File: src/rtl/nmr_seq_pkg.sv
// Shared types and constants for the two-pulse NMR sequencer.
// Imported by the sequencer top and its timer.
package nmr_seq_pkg;

    localparam int CNT_W_DEF  = 32;
    localparam int SHOT_W_DEF = 16;
    localparam int FRQ_W_DEF  = 32;

    localparam logic [1:0] PH_0   = 2'd0;
    localparam logic [1:0] PH_90  = 2'd1;
    localparam logic [1:0] PH_180 = 2'd2;
    localparam logic [1:0] PH_270 = 2'd3;

    typedef enum logic [2:0] {
        S_IDLE = 3'd0,
        S_P1   = 3'd1,
        S_TAU  = 3'd2,
        S_P2   = 3'd3,
        S_ACQ  = 3'd4,
        S_REP  = 3'd5
    } state_e;

endpackage

File: src/rtl/nmr_seq_timer.sv
// Loadable down-counter; expire is high during the last cycle of a load.
// A zero load expires at once so a forced one-cycle dwell works too.
module seq_timer
    import nmr_seq_pkg::*;
#(
    parameter int W = CNT_W_DEF
) (
    input  logic         clk_i,
    input  logic         rst_ni,
    input  logic         load_i,
    input  logic [W-1:0] len_i,
    output logic         expire_o
);

    logic [W-1:0] cnt_q;

    always_ff @(posedge clk_i or negedge rst_ni) begin
        if (!rst_ni) begin
            cnt_q <= '0;
        end else if (load_i) begin
            cnt_q <= len_i;
        end else if (cnt_q != '0) begin
            cnt_q <= cnt_q - W'(1);
        end
    end

    assign expire_o = (cnt_q <= W'(1));

endmodule

File: src/rtl/nmr_pulse_sequencer.sv
// Two-pulse NMR timing engine feeding Signal_Generator (enable/frq/TX)
// plus the ADC acquisition gate; one shared timer reloaded per state.
module nmr_pulse_sequencer
    import nmr_seq_pkg::*;
#(
    parameter int CNT_W  = CNT_W_DEF,
    parameter int SHOT_W = SHOT_W_DEF,
    parameter int FRQ_W  = FRQ_W_DEF
) (
    input  logic              clk,
    input  logic              rst_n,
    input  logic              start,
    input  logic              abort,
    input  logic [FRQ_W-1:0]  cfg_frq,
    input  logic [CNT_W-1:0]  cfg_p1_len,
    input  logic [CNT_W-1:0]  cfg_tau,
    input  logic [CNT_W-1:0]  cfg_p2_len,
    input  logic [CNT_W-1:0]  cfg_acq_len,
    input  logic [CNT_W-1:0]  cfg_rep_dly,
    input  logic [SHOT_W-1:0] cfg_shots,
    input  logic [1:0]        cfg_p1_ph,
    input  logic [1:0]        cfg_p2_ph,
    input  logic              cfg_ph_cyc,
    output logic              enable,
    output logic [FRQ_W-1:0]  frq,
    output logic [1:0]        TX,
    output logic              acq_gate,
    output logic              busy,
    output logic              done,
    output logic [SHOT_W-1:0] shot_idx
);

    typedef logic [4:0][CNT_W-1:0] lens_t;

    state_e             state_q, state_d, nxt;
    logic [SHOT_W-1:0]  shot_q, shot_d;
    logic [FRQ_W-1:0]   frq_q, frq_d;
    lens_t              len_q, len_d;
    logic [SHOT_W-1:0]  shots_q, shots_d;
    logic [1:0]         p1_ph_q, p1_ph_d, p2_ph_q, p2_ph_d;
    logic               cyc_q, cyc_d;
    logic [SHOT_W:0]    eff_shots;
    logic               take, last, new_shot, load, expire, done_d;
    logic [CNT_W-1:0]   tlen;
    logic [1:0]         tx_d;

    // First non-empty state at or after 'first'; REP only counts mid-run.
    function automatic state_e seek(input logic [2:0] first,
                                    input logic       lst,
                                    input lens_t      l);
        state_e r;
        r = S_IDLE;
        if (first <= 3'd5 && !lst && l[4] != '0) r = S_REP;
        for (int i = 4; i >= 1; i--) begin
            if (3'(i) >= first && l[i-1] != '0) r = state_e'(3'(i));
        end
        return r;
    endfunction

    seq_timer #(.W(CNT_W)) u_timer (
        .clk_i   (clk),
        .rst_ni  (rst_n),
        .load_i  (load),
        .len_i   (tlen),
        .expire_o(expire)
    );

    always_comb begin
        take     = (state_q == S_IDLE) && start && !abort;
        frq_d    = take ? cfg_frq : frq_q;
        len_d    = take ? {cfg_rep_dly, cfg_acq_len, cfg_p2_len,
                           cfg_tau, cfg_p1_len} : len_q;
        shots_d  = take ? cfg_shots : shots_q;
        p1_ph_d  = take ? cfg_p1_ph : p1_ph_q;
        p2_ph_d  = take ? cfg_p2_ph : p2_ph_q;
        cyc_d    = take ? cfg_ph_cyc : cyc_q;
        eff_shots = (shots_d == '0) ? (SHOT_W+1)'(1) : {1'b0, shots_d};
        last     = ({1'b0, shot_q} + (SHOT_W+1)'(1)) >= eff_shots;
        state_d  = state_q;
        shot_d   = shot_q;
        nxt      = S_IDLE;
        new_shot = 1'b0;
        load     = 1'b0;
        tlen     = '0;
        done_d   = 1'b0;
        if (abort) begin
            state_d = S_IDLE;
        end else if (take) begin
            shot_d   = '0;
            new_shot = 1'b1;
        end else if (state_q != S_IDLE && expire) begin
            nxt = seek(3'(state_q) + 3'd1, last, len_d);
            if (nxt != S_IDLE) begin
                state_d = nxt;
                load    = 1'b1;
                tlen    = len_d[3'(nxt) - 3'd1];
            end else if (last) begin
                state_d = S_IDLE;
                done_d  = 1'b1;
            end else begin
                shot_d   = shot_q + SHOT_W'(1);
                new_shot = 1'b1;
            end
        end
        // An entirely empty shot still dwells one cycle (in REP).
        if (new_shot) begin
            nxt  = seek(3'd1, ({1'b0, shot_d} + (SHOT_W+1)'(1)) >= eff_shots,
                        len_d);
            load = 1'b1;
            if (nxt == S_IDLE) begin
                state_d = S_REP;
            end else begin
                state_d = nxt;
                tlen    = len_d[3'(nxt) - 3'd1];
            end
        end
        tx_d = PH_0;
        if (state_d == S_P1) tx_d = p1_ph_d + (cyc_d ? shot_d[1:0] : PH_0);
        if (state_d == S_P2) tx_d = p2_ph_d + (cyc_d ? shot_d[1:0] : PH_0);
    end

    always_ff @(posedge clk or negedge rst_n) begin
        if (!rst_n) begin
            state_q  <= S_IDLE;
            shot_q   <= '0;
            frq_q    <= '0;
            len_q    <= '0;
            shots_q  <= '0;
            p1_ph_q  <= PH_0;
            p2_ph_q  <= PH_0;
            cyc_q    <= 1'b0;
            enable   <= 1'b0;
            frq      <= '0;
            TX       <= PH_0;
            acq_gate <= 1'b0;
            busy     <= 1'b0;
            done     <= 1'b0;
        end else begin
            state_q  <= state_d;
            shot_q   <= shot_d;
            frq_q    <= frq_d;
            len_q    <= len_d;
            shots_q  <= shots_d;
            p1_ph_q  <= p1_ph_d;
            p2_ph_q  <= p2_ph_d;
            cyc_q    <= cyc_d;
            enable   <= (state_d == S_P1) || (state_d == S_P2);
            frq      <= (state_d != S_IDLE) ? frq_d : '0;
            TX       <= tx_d;
            acq_gate <= (state_d == S_ACQ);
            busy     <= (state_d != S_IDLE);
            done     <= done_d;
        end
    end

    assign shot_idx = shot_q;

endmodule
File: config.mk
export PLATFORM = sky130hd
export DESIGN_NAME = nmr_pulse_sequencer
export DESIGN_NICKNAME = d
export VERILOG_FILES = /design/src/rtl/nmr_seq_pkg.sv /design/src/rtl/nmr_seq_timer.sv /design/src/rtl/nmr_pulse_sequencer.sv
export SDC_FILE = /design/constraint.sdc
export NUM_CORES = 1
export LEC_CHECK = 0
export ABC_AREA = 1
export BUFFER_PORTS_ARGS = -buffer_cell sky130_fd_sc_hd__buf_2
export CAP_MARGIN = 20
export CORE_MARGIN = 2
export CORE_UTILIZATION = 30
export CTS_CLUSTER_DIAMETER = 100
export CTS_CLUSTER_SIZE = 25
export DETAILED_ROUTE_END_ITERATION = 6
export GPL_ROUTABILITY_DRIVEN = 0
export MAX_ROUTING_LAYER = met4
export SKIP_CTS_REPAIR_TIMING = 1
export SLEW_MARGIN = 10
export SYNTH_ARGS = -nofsm -noshare
export SYNTH_HDL_FRONTEND = slang
export SYNTH_SLANG_ARGS = --single-unit
File: constraint.sdc
create_clock -name clk -period 10.5 [get_ports clk]
set_input_delay 1.575 -clock clk [delete_from_list [all_inputs] [get_ports clk]]
set_output_delay 1.575 -clock clk [all_outputs]
set_load 0.05 [all_outputs]
== Word-level counts from Yosys, hierarchy flattened ==
Cells that the tools add are included.

* Bits in registers: 302
* Latch bits: 0
* Bits in writable memories: 0
* Memory bits (read-only): 0
* Input bits: 217
* Output and inout port bits: 54
* Word-level logic and storage cells: 132
* Memories: 0

* $add $sub $neg: 9
* $mul: 0
* Divide/modulo/power cells: 0
* Order comparisons: 10
* Eq/ne operators: 3
* Shift operators: 0
* Muxes and demuxes: 64
* Bitwise operators: 0
* Reduce and logical (&&, ||, !) cells: 27

{| class="wikitable"
|+ Operators with widths
! cell !! number
|-
| 2-to-1 mux 32 bit || 12
|-
| binary-select mux 32 bit (select 3 bit) || 2
|-
| nonzero test 32 bit || 6
|-
| 2-to-1 mux 160 bit || 1
|-
| 2-to-1 mux 16 bit || 7
|-
| 2-to-1 mux 3 bit || 21
|-
| adder 16 x 1 -> 17 bit (second input constant) || 2
|-
| greater-or-equal comparator 17 x 16 -> 1 bit || 2
|-
| less-or-equal comparator 32 x 1 -> 1 bit (second input constant) || 1
|-
| subtractor 32 x 1 -> 32 bit (second input constant) || 1
|-
| adder 16 x 1 -> 16 bit (second input constant) || 1
|-
| zero test 16 bit || 1
|-
| 2-to-1 mux 1 bit || 16
|-
| logical AND 1 bit || 10
|-
| 2-to-1 mux 2 bit || 5
|-
| nonzero test 3 bit || 3
|-
| less-than comparator 3 x 4 -> 1 bit (second input constant) || 2
|-
| greater-or-equal comparator 2 x 3 -> 1 bit (first input constant) || 2
|-
| zero test 3 bit || 2
|-
| subtractor 3 x 1 -> 3 bit (second input constant) || 2
|-
| adder 2 bit || 2
|-
| adder 3 x 1 -> 3 bit (second input constant) || 1
|-
| equality test 3 x 1 -> 1 bit (second input constant) || 1
|-
| equality test 3 x 2 -> 1 bit (second input constant) || 1
|-
| other kinds (7) || 9
|}

== Longest topological paths before layout ==
* Depth after elaboration: 39
* Gate-level depth with buffers: 71

== Cells and area by module ==
Synthesis repeated with hierarchy kept, for this count alone.

* Cells, all modules: 2765
* Area total of the unflattened synthesis: 19079.5 um2

{| class="wikitable"
|+ Modules (own cells, without submodules)
! module !! instances !! cells each !! area an instance (um2) !! sequential area each (um2)
|-
| nmr_pulse_sequencer || 1 || 2367 || 16568.4 || 6756.5
|-
| seq_timer || 1 || 398 || 2511.2 || 800.8
|}

== Least setup slack after synthesis ==
Ideal clock, no wire load.

* Path type: input-to-reg
* Start: input abort
* End: register frq[12]
* Library setup time: 61 ps
* Data arrival time: 10157 ps
* Setup slack: 282 ps
* Stages on the path: 67
* Path buffers: 9
* Cells stage by stage: buf_6 inv_4 nand3_4 inv_2 buf_6 clkbuf_1 buf_6 clkbuf_1 clkbuf_1 or2_2 o21ai_1 nand4_1 nor3_1 nand4_1 o41ai_1 ha_1 inv_1 nor2_1 [... 31 more ...] a21boi_0 nor2_1 nand3_1 nand2_2 nand2_4 nand2_4 inv_1 buf_4 ha_1 ha_1 nor2_1 inv_1 o21ai_2 nor2_4 nand2_4 buf_6 nand2_1 inv_2

* Longest elaborated chain between the ends: 37
* Elaborated cells on any way between the ends: 59
* Classes of those cells: add/sub (1); order compare (2); mux (36); reduce/logical (20)

{| class="wikitable"
|+ Ends and longest elaborated chain
! element !! line !! source
|-
| start: declaration || nmr_pulse_sequencer.sv:13 || <nowiki>input logic abort,</nowiki>
|-
| zero test 1 bit || nmr_pulse_sequencer.sv:69 || <nowiki>take = (state_q == S_IDLE) && start && !abort;</nowiki>
|-
| logical AND 1 bit || nmr_pulse_sequencer.sv:69 ||
|-
| 2-to-1 mux 16 bit || nmr_pulse_sequencer.sv:73 || <nowiki>shots_d = take ? cfg_shots : shots_q;</nowiki>
|-
| zero test 16 bit || nmr_pulse_sequencer.sv:77 || <nowiki>eff_shots = (shots_d == '0) ? (SHOT_W+1)'(1) : {1'b0, shots_d};</nowiki>
|-
| 2-to-1 mux 16 bit || nmr_pulse_sequencer.sv:77 ||
|-
| greater-or-equal comparator 17 x 16 -> 1 bit || nmr_pulse_sequencer.sv:78 || <nowiki>last = ({1'b0, shot_q} + (SHOT_W+1)'(1)) >= eff_shots;</nowiki>
|-
| zero test 1 bit || nmr_pulse_sequencer.sv:53 || <nowiki>if (first <= 3'd5 && !lst && l[4] != '0) r = S_REP;</nowiki>
|-
| logical AND 1 bit (2 in a row) || nmr_pulse_sequencer.sv:53 ||
|-
| [... 13 more ...] || -- ||
|-
| via shot_d[0] || nmr_pulse_sequencer.sv:36 || <nowiki>logic [SHOT_W-1:0] shot_q, shot_d;</nowiki>
|-
| [... 5 more ...] || -- ||
|-
| 2-to-1 mux 3 bit * (4 in a row) || nmr_pulse_sequencer.sv:55 || <nowiki>if (3'(i) >= first && l[i-1] != '0) r = state_e'(3'(i));</nowiki>
|-
| 2-to-1 mux 3 bit * || nmr_pulse_sequencer.sv:106 || <nowiki>if (new_shot) begin</nowiki>
|-
| zero test 3 bit * || nmr_pulse_sequencer.sv:110 || <nowiki>if (nxt == S_IDLE) begin</nowiki>
|-
| 2-to-1 mux 3 bit * || nmr_pulse_sequencer.sv:110 ||
|-
| 2-to-1 mux 3 bit * || nmr_pulse_sequencer.sv:106 ||
|-
| via state_d[1] || nmr_pulse_sequencer.sv:35 || <nowiki>state_e state_q, state_d, nxt;</nowiki>
|-
| nonzero test 3 bit * || nmr_pulse_sequencer.sv:148 || <nowiki>frq <= (state_d != S_IDLE) ? frq_d : '0;</nowiki>
|-
| 2-to-1 mux 32 bit * || nmr_pulse_sequencer.sv:148 ||
|-
| end signal: assignment || nmr_pulse_sequencer.sv:148 ||
|-
| end: declaration || nmr_pulse_sequencer.sv:25 || <nowiki>output logic [FRQ_W-1:0] frq,</nowiki>
|}

The timed path passes the listed nets; every way through them passes the cells marked *. The select of a mux whose other input is x is not followed.
A chain may end at the register's enable or synchronous reset.

== Worst setup path after layout ==
* Start: input abort
* End: register u_timer.cnt_q[25]

* Longest elaborated chain between the ends: 38
* Elaborated cells on any way between the ends: 68
* Classes of those cells: add/sub (3); order compare (2); mux (43); reduce/logical (20)

{| class="wikitable"
|+ Ends and longest elaborated chain
! element !! line !! source
|-
| zero test 1 bit * || nmr_pulse_sequencer.sv:69 ||
|-
| logical AND 1 bit * || nmr_pulse_sequencer.sv:69 ||
|-
| 2-to-1 mux 16 bit * || nmr_pulse_sequencer.sv:73 ||
|-
| via shots_d[6] || nmr_pulse_sequencer.sv:39 || <nowiki>logic [SHOT_W-1:0] shots_q, shots_d;</nowiki>
|-
| zero test 16 bit || nmr_pulse_sequencer.sv:77 ||
|-
| 2-to-1 mux 16 bit * || nmr_pulse_sequencer.sv:77 ||
|-
| greater-or-equal comparator 17 x 16 -> 1 bit * || nmr_pulse_sequencer.sv:78 ||
|-
| zero test 1 bit || nmr_pulse_sequencer.sv:53 ||
|-
| [... 15 more ...] || -- ||
|-
| via shot_d[1] || nmr_pulse_sequencer.sv:36 ||
|-
| [... 5 more ...] || -- ||
|-
| 2-to-1 mux 3 bit * (4 in a row) || nmr_pulse_sequencer.sv:55 ||
|-
| 2-to-1 mux 3 bit * || nmr_pulse_sequencer.sv:106 ||
|-
| subtractor 3 x 1 -> 3 bit || nmr_pulse_sequencer.sv:114 || <nowiki>tlen = len_d[3'(nxt) - 3'd1];</nowiki>
|-
| binary-select mux 32 bit (select 3 bit) || nmr_pulse_sequencer.sv:114 ||
|-
| 2-to-1 mux 32 bit (not written as such) || nmr_pulse_sequencer.sv:114 ||
|-
| 2-to-1 mux 32 bit * || nmr_pulse_sequencer.sv:110 ||
|-
| 2-to-1 mux 32 bit * || nmr_pulse_sequencer.sv:106 ||
|-
| 2-to-1 mux 32 bit * || nmr_seq_timer.sv:20 || <nowiki>end else if (load_i) begin</nowiki>
|-
| end signal: assignment || nmr_seq_timer.sv:21 || <nowiki>cnt_q <= len_i;</nowiki>
|-
| end signal: assignment || nmr_seq_timer.sv:23 || <nowiki>cnt_q <= cnt_q - W'(1);</nowiki>
|-
| end: declaration || nmr_seq_timer.sv:15 || <nowiki>logic [W-1:0] cnt_q;</nowiki>
|}

Marks and branches as above.

==> summary.md <==
| Metric | Value |
|---|---|
| GR Util All Layers | `21.3%` |
| Hold depth | `2` |
| Routed length per instance | `18.9 µm` |
| Post-synth EDFFs | `0` |
| Final ANT Viol Nets | `0` |
| Clk sinks | `302` |
| Layout filler cell count | `6604` |
| Minimum clock period | `9.51 ns` |
| Worst-Margin Slew | `1.09 ns` |
| Setup crit end kind | `flop` |
| H-tree depth | `1` |
| Clk pin slew, worst setup/hold paths | `0.10 ns` |
| Post-Syn Area | `0.0186 mm²` |
| Status | `finished, final reports clean` |
| Hold Path Class | `flop to flop` |
| Fraction of layout cells with a size suffix above 1 | `21.1%` |
| Via count | `17.6k` |
| Hold path startpoint | `frq_q[9]` |
| Arrival time of the worst setup path | `9.99 ns` |
| Max-cap violations | `0` |
| DRC viols | `0` |
| Reg2Reg Capture Point | `u_timer.cnt_q[25]` |
| Slew Viols, Final | `0` |
| Main synth FF type | `dfrtp_1` |
| Fmax achieved | `105 MHz` |
| First-pass DRT Iterations | `6` |
| Final Cycle Share | `90.6%` |
| Critical Path RT | `10.97 ns` |
| HPWL Detailed | `49.4 mm` |
| Chip Width | `253 µm` |
| Initial antenna violation count | `6` |
| # IOs | `271` |
| Leakage power | `0.0108 µW` |
| PD cells | `160 mW/mm²` |
| Clock Tree Buf Depth | `3` |
| Setup WS post-layout | `0.987 ns` |
| Syn Nets | `2778` |
| Starting Density | `30.2%` |
| Tot Pwr | `3410 µW` |
| Synth async-reset ratio | `100%` |
| First-iteration detailed-routing DRC count | `1617` |
| Syn. warnings | `0` |
| Worst R2R Start | `state_q[0]` |
| Crit path max-delay cell type | `ha_1` |
| Rel. slew slack | `27.1%` |
| Yosys cell types | `60` |
| Total CTS buffers | `21` |
| Synth-to-Final Area Change | `14.8%` |
| Synth Area per Inst | `7.38 µm²` |
| CP Class | `input port to flop` |
| RSZ-0062 raised after global routing | `no` |
| Reg2Reg Setup Slack | `1.24 ns` |
| Wirelength, routed | `66.7 mm` |
| Total gr overflow | `0` |
| Worst Skew | `0.0565 ns` |
| Synth Instances | `2514` |
| Delay-heaviest family, CP | `simple AND/OR/NAND/NOR gates` |
| Hold Slack | `0.481 ns` |
| Vias in the first global route | `17.3k` |
| Core Region | `0.0615 mm²` |
| Proportion of synthesized chip area in sequential cells | `40.7%` |
| Final setup vio count | `0` |
| Flops & latches, synth | `302` |
| Hold Path End | `frq_q[9]` |
| TNS Setup | `0 ns` |
| Row count | `91` |
| Worst stage delay on the critical path | `0.32 ns` |
| Port bufs | `270` |
| R2R depth | `63` |
| Most used cell, CP | `nand2_1` |
| Nets@finish | `2998` |
| Pin count of the biggest net entering global routing | `100` |
| CP Launch Type | `input port` |
| CTS tree | `yes` |
| Die Ht | `253 µm` |
| Global-route wire length before repair | `102 mm` |
| Critical path peak fanout | `48` |
| Final Hold Viols | `0` |
| Pre-CTS WS | `0.433 ns` |
| Total die area | `0.0639 mm²` |
| Buf+Inv Stages, Crit Path | `15` |
| Max VDD drop | `102 µV` |
| Clock Tree Root | `clkbuf_16` |
| Via/cell ratio | `4.98` |
| Worst skew pair latency | `0.59 ns` |
## cells in the final DEF, fill, tap and decap left out, types with 47 or more instances in the layout
master,synthesis,layout
nor2_1,95,94
dfrtp_1,302,302
buf_2,26,269
a21oi_1,57,56
nand3_1,170,170
or2_2,86,86
nand4_1,62,62
buf_4,10,49
o21ai_1,47,47
nand2_1,792,792
o21ai_0,172,172
inv_1,253,253
## per-layer routing
| layer | track usage, % | routed length [µm] |
|---|---|---|
| met1 | 27.1 | 27800 |
| met2 | 34.3 | 31200 |
| met3 | 3.72 | 5350 |
| met4 | 7.17 | 2420 |
| met5 | - | 0 |
## through the flow
stage / util, % / std cells / instance area, µm²
final: 34.7 / 3539 / 21300
after global routing: 34.7 / 3539 / 21300
after CTS: 34.6 / 3535 / 21300
after detailed placement: 33.4 / 3501 / 20600
after global placement: 33.4 / 3501 / 20600
after floorplan: - / 2514 / 18600
## how the worst max path moves through the flow
stage / from / endpoint / slack [ns] / cells past startpoint
detailed placement: abort / u_timer.cnt_q[4] / 0.43 / 62
finish: abort / u_timer.cnt_q[25] / 0.99 / 62
global route: abort / u_timer.cnt_q[18] / 0.09 / 63
CTS: abort / u_timer.cnt_q[4] / 0.97 / 62
global placement: abort / frq[12] / 0.48 / 57
floorplan: abort / frq[12] / 0.28 / 67
## cell type report
cell class	count	area, µm²	area share (%)
Inverter	300	1130	5.32
Sequential cell	302	7560	35.5
Tap cell	790	988	4.64
Timing Repair Buffer	321	1770	8.30
Clock buffer	21	526	2.47
Antenna cell	4	10.0	0.0470
Clock inverter	13	208	0.975
Multi-Input combinational cell	1788	9110	42.8
## state kept, by name (all words and copies together) (netlist names)
signal,flops
frq,32
state_q,3
p1_ph_q,2
busy,1
acq_gate,1
u_timer.cnt_q,32
TX,2
frq_q,32
enable,1
shots_q,16
cyc_q,1
p2_ph_q,2
done,1
shot_idx,16
len_q,160
## synth_stat cells, types with 2 or more instances
cell / n / area share, %
ha_1: 47 / 3.2
a22oi_1: 2 / 0.081
xnor2_1: 14 / 0.66
clkbuf_1: 47 / 0.95
a21oi_2: 6 / 0.28
dfrtp_1: 302 / 41
nor3_1: 13 / 0.35
nor2_1: 95 / 1.9
nand3b_1: 4 / 0.16
nor4_1: 31 / 1.0
clkbuf_4: 4 / 0.16
buf_4: 10 / 0.40
o31ai_1: 3 / 0.12
xor2_1: 34 / 1.6
a21boi_0: 2 / 0.081
nand2_2: 30 / 1.0
clkinv_1: 6 / 0.12
o21ai_1: 47 / 1.3
nand4_1: 62 / 2.1
buf_8: 5 / 0.40
o21a_1: 15 / 0.61
buf_6: 16 / 0.97
nand3_1: 170 / 4.6
nor2_2: 13 / 0.44
o21ai_2: 7 / 0.33
nand2_1: 792 / 16
nor2_4: 8 / 0.49
or2_2: 86 / 2.9
inv_2: 40 / 0.81
a31oi_1: 5 / 0.17
buf_1: 9 / 0.18
or2_1: 32 / 1.1
buf_2: 26 / 0.70
nor3_4: 3 / 0.26
o21ai_0: 172 / 4.6
inv_1: 253 / 5.1
a21oi_1: 57 / 1.5
nand3_4: 2 / 0.19
nand2_4: 6 / 0.36
nand3_2: 11 / 0.59
o211ai_1: 5 / 0.20
dlygate4sd1_1: 4 / 0.19
## report_power, final
group | internal (µW) | switching [µW] | leakage, µW | total [µW]
Combinational | 334 | 714 | 0.00686 | 1050
Sequential | 1360 | 72.6 | 0.00364 | 1430
Clock | 426 | 508 | 0.000353 | 933
Total | 2120 | 1290 | 0.0108 | 3410
## worst min-delay path: cells and delay by family, from the launching register on
family,cells,cell delay (ns)
and+or+nand+nor,2,0.12
DFF,1,0.33
## cell families after synthesis
kind of cell	synth area share (%)
xor+xnor	2.26
flops	40.7
buf+inv	10.3
fa+ha+maj	3.17
compound gates	9.67
simple gates	33.9
No activity file was read; power rests on OpenSTA's default activity.
